<file path="config.mk">
export PLATFORM = sky130hd
export DESIGN_NAME = writeback_arbiter
export DESIGN_NICKNAME = d
export VERILOG_FILES = /design/src/rtl/writeback_arbiter.sv
export SDC_FILE = /design/constraint.sdc
export NUM_CORES = 1
export LEC_CHECK = 0
export ABC_AREA = 1
export ABC_CLOCK_PERIOD_IN_PS = 1600
export CAP_MARGIN = 25
export CORE_MARGIN = 2
export CORE_UTILIZATION = 35
export DETAILED_ROUTE_END_ITERATION = 6
export GPL_TIMING_DRIVEN = 0
export PLACE_DENSITY = 0.69
export SYNTH_ARGS = -nofsm -noshare
export SYNTH_HDL_FRONTEND = slang
export SYNTH_SLANG_ARGS = --single-unit
</file>
<file path="constraint.sdc">
create_clock -name clk -period 1.6 [get_ports clk]
set_clock_uncertainty 0.1 [all_clocks]
set_input_delay 0.16 -clock clk [delete_from_list [all_inputs] [get_ports clk]]
set_output_delay 0.16 -clock clk [all_outputs]
set_load 0.02 [all_outputs]
</file>
<file path="src/rtl/writeback_arbiter.sv">
// rtl/writeback_arbiter.sv - round-robin merge of ALU results and queued load results onto the register-file write port
module writeback_arbiter #(
    parameter int DEPTH = 2,
    parameter int DW    = 8,
    parameter int AW    = 2
) (
    input  logic                       clk,
    input  logic                       reset,
    input  logic                       alu_valid,
    input  logic [AW-1:0]              alu_addr,
    input  logic [DW-1:0]              alu_data,
    output logic                       alu_ready,
    input  logic                       mem_valid,
    input  logic [AW-1:0]              mem_addr,
    input  logic [DW-1:0]              mem_data,
    output logic                       mem_ready,
    output logic                       write_enable,
    output logic [AW-1:0]              write_addr,
    output logic [DW-1:0]              write_data,
    output logic [(1<<AW)-1:0]         pending,
    output logic [$clog2(DEPTH+1)-1:0] fifo_count
);

    localparam int PW   = (DEPTH > 1) ? $clog2(DEPTH) : 1;
    localparam int CW   = $clog2(DEPTH + 1);
    localparam int NREG = 1 << AW;

    typedef enum logic {
        GRANT_ALU = 1'b0,
        GRANT_MEM = 1'b1
    } grant_t;

    grant_t         last_grant;
    logic [AW-1:0]  fifo_addr [DEPTH];
    logic [DW-1:0]  fifo_data [DEPTH];
    logic [DEPTH-1:0] entry_valid;
    logic [PW-1:0]  wr_ptr;
    logic [PW-1:0]  rd_ptr;
    logic [CW-1:0]  count;

    logic fifo_empty;
    logic push;
    logic pop;
    logic alu_grant;

    assign fifo_empty = (count == '0);
    assign mem_ready  = (count != CW'(DEPTH));
    // Arbitration looks only at registered state, so neither ready depends on its own valid.
    assign alu_ready  = fifo_empty || (last_grant == GRANT_MEM);
    assign alu_grant  = alu_valid && alu_ready;
    assign pop        = !fifo_empty && !alu_grant;
    assign push       = mem_valid && mem_ready;
    assign fifo_count = count;

    always_comb begin
        pending = '0;
        for (int i = 0; i < DEPTH; i++) begin
            if (entry_valid[i]) begin
                pending = pending | (NREG'(1) << fifo_addr[i]);
            end
        end
    end

    always_ff @(posedge clk) begin
        if (push) begin
            fifo_addr[wr_ptr] <= mem_addr;
            fifo_data[wr_ptr] <= mem_data;
        end
    end

    always_ff @(posedge clk) begin
        if (reset) begin
            wr_ptr       <= '0;
            rd_ptr       <= '0;
            count        <= '0;
            entry_valid  <= '0;
            last_grant   <= GRANT_MEM;
            write_enable <= 1'b0;
            write_addr   <= '0;
            write_data   <= '0;
        end else begin
            if (push) begin
                wr_ptr <= (wr_ptr == PW'(DEPTH - 1)) ? '0 : wr_ptr + 1'b1;
            end
            if (pop) begin
                rd_ptr <= (rd_ptr == PW'(DEPTH - 1)) ? '0 : rd_ptr + 1'b1;
            end
            // Push and pop never touch the same slot: a full FIFO refuses pushes.
            for (int i = 0; i < DEPTH; i++) begin
                if (push && (wr_ptr == PW'(i))) begin
                    entry_valid[i] <= 1'b1;
                end else if (pop && (rd_ptr == PW'(i))) begin
                    entry_valid[i] <= 1'b0;
                end
            end
            if (push && !pop) begin
                count <= count + 1'b1;
            end else if (pop && !push) begin
                count <= count - 1'b1;
            end

            if (alu_grant) begin
                last_grant   <= GRANT_ALU;
                write_enable <= 1'b1;
                write_addr   <= alu_addr;
                write_data   <= alu_data;
            end else if (pop) begin
                last_grant   <= GRANT_MEM;
                write_enable <= 1'b1;
                write_addr   <= fifo_addr[rd_ptr];
                write_data   <= fifo_data[rd_ptr];
            end else begin
                write_enable <= 1'b0;
            end
        end
    end

endmodule

</file>
==> flow_summary.yaml, run 1 <==
routing:
  drtIter0Drc: 124
  drt.antenna.violating_nets: 0
  detail_route.wl_per_cell_um: 11.3
  dr.pass1.iters: 4
  viasPerCell: 4.37
  num_vias: 1354
  routed_wl_um: 3490
  drc: 0
final_layout:
  seqCellArea_um2: 988
  finalNonFillerCells: 310
  synthToLayoutAreaGrowth_pct: 35.2
  multi_input_area_um2: 662
  num-fill-cells: 484
  final_cell_mix: "nand2_1 (40), clkdlybuf4s50_1 (34), inv_1 (26)"
  finalNetCount: 264
  drive_above_1_share_pct: 25.8
  final_common_cell: "nand2_1"
  diodes: 0
placement:
  dp_cells: 299
  gp_congestion: 0.734
  portBuffers: 41
  dp_hpwl_um: 2600
clock_network:
  numCtsBuffers: 5
  clock-root-buffer: "clkbuf_8"
  insertion_delay_ns: 0.28
  clk_path_buf_depth: 2
  htree_levels: 2
  path_clk_slew_ns: 0.07
  cts_tree: "done"
  clock_sink_count: 39
  hold_buffers: 0
sta:
  hold_viol: 0
  max_freq_ghz: 0.647
  fin_crit_ns: 1.55
  finalSetupViolations: 0
  rsz0062_at_grt: "yes"
  drv_slew: 0
  worstMarginPinSlew_ns: 0.574
  fin_crit_sh_pct: 96.6
  relSlewSlack_pct: 61.7
die:
  ios: 43
  coreArea_mm2: 0.00504
  rows: 26
  dieArea_mm2: 0.00573
  chipWidth_um: 75.7
  die_h_um: 75.7
  initial_core_util_pct: 35.7
synthesis:
  synth_top_cell_by_area: "edfxtp_1"
  syn_inst: 188
  ys_types: 25
  synthTopCellsByArea: "edfxtp_1 (33%), dfxtp_1 (21%), nand2_1 (8.3%), nand3_2 (7.8%), inv_1 (5.6%)"
  yosys_warnings: 0
  syn_nets: 213
  syn_area_per_cell_um2: 9.57
  ys_ff_latch: 39
  yosysSeqAreaShare_pct: 54.5
  syn-cell-area_mm2: 0.00180
  netlist.area_leader.share_pct: 33.4
global_route:
  grt_max_degree: 13
  grt_overflow_total: 0
  grt_pass1_wl_um: 5670
  first_global_vias: 1272
  grt_usage_pct: 13.6
  antenna_found_initial: 0
hold_path:
  hold_path_class: "primary input to flip-flop"
setup_path:
  slowest_stage: "edfxtp_1"
  crit_path_cell_trace: "buf_4 > o31ai_4 > buf_4"
  critPathLaunchType: "flip-flop"
  arrival_ns: 1.29
  crit_path_frequent_cell: "buf_4"
  worstPathMaxFanout: 4
  worstPathRequired_ns: 1.34
  slowest_delay_ns: 0.44
  critPathKind: "flip-flop to primary output"
  worst_setup_path_end_kind: "primary output"
power:
  pwr-share-comb_pct: 37.7
  power_uw: 3490
  powerDensity_mw_per_mm2: 1430
  power.leakage_uw: 0.00105
  swShare_pct: 34.8
  vdd.ir_drop.worst_uv: 575
  p_sw_uw: 1220
  clkPwrFrac_pct: 22.6
  p_int_uw: 2270
  seqPwrFrac_pct: 39.6
run_status:
  status: "finished clean"
job:
  maxCapViolations: 0
==> registers in the layout (all words and copies together), names as in the netlist, 2 cells and up, named ones only <==
| signal | count |
|---|---|
| entry_valid | 2 |
| fifo_addr | 4 |
| fifo_count | 2 |
| write_addr | 2 |
| write_data | 8 |
| fifo_data | 16 |
==> power by group through the flow <==
stage,Sequential [uW],Clock (uW),Combinational [uW]
2_1_floorplan,1480,0,779
3_3_place_gp,1390,0,1300
3_5_place_dp,1400,0,1310
4_1_cts,1380,813,1310
5_1_grt,1410,853,1470
6_report,1380,790,1320
==> through the flow <==
step	setup TNS [ns]	setup WS [ns]	cell area [um^2]	hold slack [ns]	utilization (%)
global placement	-1.77	-0.278	2300	0.343	45.6
floorplan	0	0.0584	1800	0.159	-
finish	0	0.0543	2430	0.0426	48.2
global route	-0.0750	-0.0636	2430	0.0471	48.2
CTS	-0.00420	-0.00420	2410	0.0355	47.8
detailed placement	-2.34	-0.281	2300	0.341	45.6
==> path summary, 6_finish.rpt <==
check             startpoint  slack [ns]              to  cells past startpoint
min                    reset        0.04  entry_valid[0]                      2
min reg2reg           wr_ptr        0.37          wr_ptr                      2
max          fifo_addr[1][1]        0.05      pending[0]                      3
max reg2reg    fifo_count[0]        0.07   fifo_count[1]                     10
==> timing repair <==
item / CTS / global route
buffers inserted: 0 / 3
gates resized for setup: 16 / 15
pin swaps: 0 / 0
hold endpoints to repair: 0 / 0
setup endpoints to repair: 7 / 16
==> critical path: cells and delay by family, from the launching register on <==
kind / cells / cell delay, ns
flops: 1 / 0.44
compound gates: 1 / 0.21
buf+inv: 2 / 0.34
==> cell usage after synthesis (all sizes together) <==
| cell | instances |
|---|---|
| nand3 | 24 |
| buf | 7 |
| a21oi | 7 |
| nand2 | 53 |
| o211ai | 1 |
| o31ai | 2 |
| dfxtp | 19 |
| edfxtp | 20 |
| xor2 | 1 |
| nor2 | 7 |
| clkbuf | 1 |
| nand3b | 2 |
| o21ai | 13 |
| inv | 30 |
| ha | 1 |
==> cell families after synthesis <==
kind of cell,after synthesis,synth area share [%]
and+or+nand+nor,86,27.1
DFF,39,54.5
buffers and inverters,38,9.74
AOI/OAI and AO/OA,23,7.44
xor gates and xnor gates,1,0.487
adders and majority gates,1,0.695
==> cell type report <==
type	instances	share of cell area [%]
multi-input cells	111	27.2
flip-flops and latches	39	40.6
repair buffers	44	16.8
clock buffers	5	2.83
well taps	70	3.60
inverters	30	4.78
plain buffers	8	2.57
clock inverters	3	1.59
==> per-layer routing <==
layer / vias up / wire length (um) / GRT usage [%]
li1: 704 / - / -
met1: 617 / 1610 / 17.5
met2: 31 / 1670 / 21.5
met3: 2 / 177 / 4.50
met4: 0 / 27 / 4.68
met5: - / 0 / 0
(Power assumes the default switching activity.)
==> inputs of run 2 (changes only) <==
Settings changed: CORE_UTILIZATION 35 to 49, PLACE_DENSITY 0.69 to 0.79.
==> flow_summary.yaml, run 2 (synthesized netlist as in run 1, its figures left out) <==
clock_network:
  numCtsBuffers: 5
  path_clk_slew_ns: 0.08
  cts_tree: "done"
  htree_levels: 2
  clock_sink_count: 39
  hold_buffers: 0
  clock-root-buffer: "clkbuf_8"
  clk_path_buf_depth: 2
  insertion_delay_ns: 0.30
final_layout:
  final_common_cell: "nand2_1"
  top_regs: "fifo_data x16, write_data x8, fifo_addr x4"
  largest_reg_flops: 16
  multi_input_area_um2: 648
  top_register: "fifo_data"
  stdcell_area_mm2: 0.00237
  num-fill-cells: 309
  diodes: 0
  finalNetCount: 263
  final_cell_mix: "nand2_1 (40), clkdlybuf4s50_1 (34), inv_1 (27)"
  seqCellArea_um2: 988
  synthToLayoutAreaGrowth_pct: 31.7
  drive_above_1_share_pct: 25.1
global_route:
  first_global_vias: 1174
  antenna_found_initial: 0
  grt_overflow_total: 0
  grt_pass1_wl_um: 5320
  grt_max_degree: 15
  grt_usage_pct: 17.4
routing:
  drtIter0Drc: 67
  wl_met1_um: 1530
  drc: 0
  detail_route.wl_per_cell_um: 11.5
  route.met3.wl_um: 127
  viasPerCell: 4.66
  routed_wl_um: 3290
  top_layer_used: "met4"
  dr_wl_met2_um: 1530
  num_vias: 1337
  drt.antenna.violating_nets: 0
  dr.pass1.iters: 4
sta:
  setup_ws_ns: 0.0633
  drv_slew: 0
  relSlewSlack_pct: 63.4
  hold_viol: 0
  fin_crit_ns: 1.54
  finalSetupViolations: 0
  fin_crit_sh_pct: 96.0
  max_freq_ghz: 0.651
  hold-worst-slack_ns: 0.0245
  worstMarginPinSlew_ns: 0.548
  final.setup.tns_ns: 0
  rsz0062_at_grt: "no"
placement:
  portBuffers: 41
  gp_congestion: 0.774
  dp_hpwl_um: 2360
  dpl_worst_slack_ns: -0.263
  place_area_mm2: 0.00227
die:
  coreArea_mm2: 0.00361
  initial_core_util_pct: 49.9
  rows: 22
  ios: 43
  chipWidth_um: 64.6
  die_h_um: 64.6
  dieArea_mm2: 0.00417
power:
  pwr-share-comb_pct: 38.5
  powerDensity_mw_per_mm2: 1420
  power.leakage_uw: 0.00105
  p_sw_uw: 1230
  seqPwrFrac_pct: 41.2
  swShare_pct: 36.8
  vdd.ir_drop.worst_uv: 761
  clkPwrFrac_pct: 20.3
  p_int_uw: 2120
setup_path:
  worst_setup_path_end_kind: "primary output"
  critPathLaunchType: "flip-flop"
  worstPathMaxFanout: 4
  slowest_delay_ns: 0.60
  cp_num_buf_inv: 1
  arrival_ns: 1.28
  crit_family: "buffers and inverters"
  crit_path_cell_trace: "clkdlybuf4s50_1"
  slowest_stage: "clkdlybuf4s50_1"
  worstPathRequired_ns: 1.34
  critPathKind: "flip-flop to primary output"
job:
  maxCapViolations: 0
hold_path:
  hold_path_class: "primary input to flip-flop"
run_status:
  status: "finished clean"
run 2: area by class of cell:
cell class              instances  share of cell area, %
flip-flops and latches         39                   41.7
multi-input cells             111                   27.3
repair buffers                 43                   16.9
inverters                      30                   4.86
clock buffers                   5                   2.90
plain buffers                   8                   2.64
well taps                      48                   2.53
clock inverters                 3                   1.06
run 2: stage by stage:
stage,total power [uW],std cells,util [%]
finish,3360,287,65.7
global route,3580,287,65.7
CTS,3360,285,65.6
detailed placement,2690,277,63.0
global placement,2660,277,63.0
floorplan,2260,188,-
run 2: path summary, 6_finish.rpt:
kind / depth (start not counted) / endpoint / from / slack [ns]
min reg2reg: 2 / wr_ptr / wr_ptr / 0.36
max: 1 / fifo_count[0] / fifo_count[0] / 0.06
max reg2reg: 6 / fifo_addr[0][1] / fifo_count[0] / 0.10
min: 2 / entry_valid[1] / reset / 0.02
run 2: routing by layer:
layer | GRT usage [%] | vias up
met5 | 0 | -
met4 | 12.0 | 0
met3 | 3.99 | 8
met2 | 25.9 | 35
met1 | 22.6 | 591
li1 | - | 703
run 2: power by group through the flow:
stage | registers, uW | clock network, uW | logic [uW]
3_3_place_gp | 1380 | 0 | 1280
6_report | 1380 | 681 | 1290
3_5_place_dp | 1390 | 0 | 1300
2_1_floorplan | 1480 | 0 | 779
5_1_grt | 1400 | 753 | 1430
4_1_cts | 1370 | 698 | 1290
run 2: repair_timing:
action,in CTS,in global routing
resized for setup,12,15
pin swaps,0,0
endpoints found under the setup margin,6,8
setup buffers,0,2
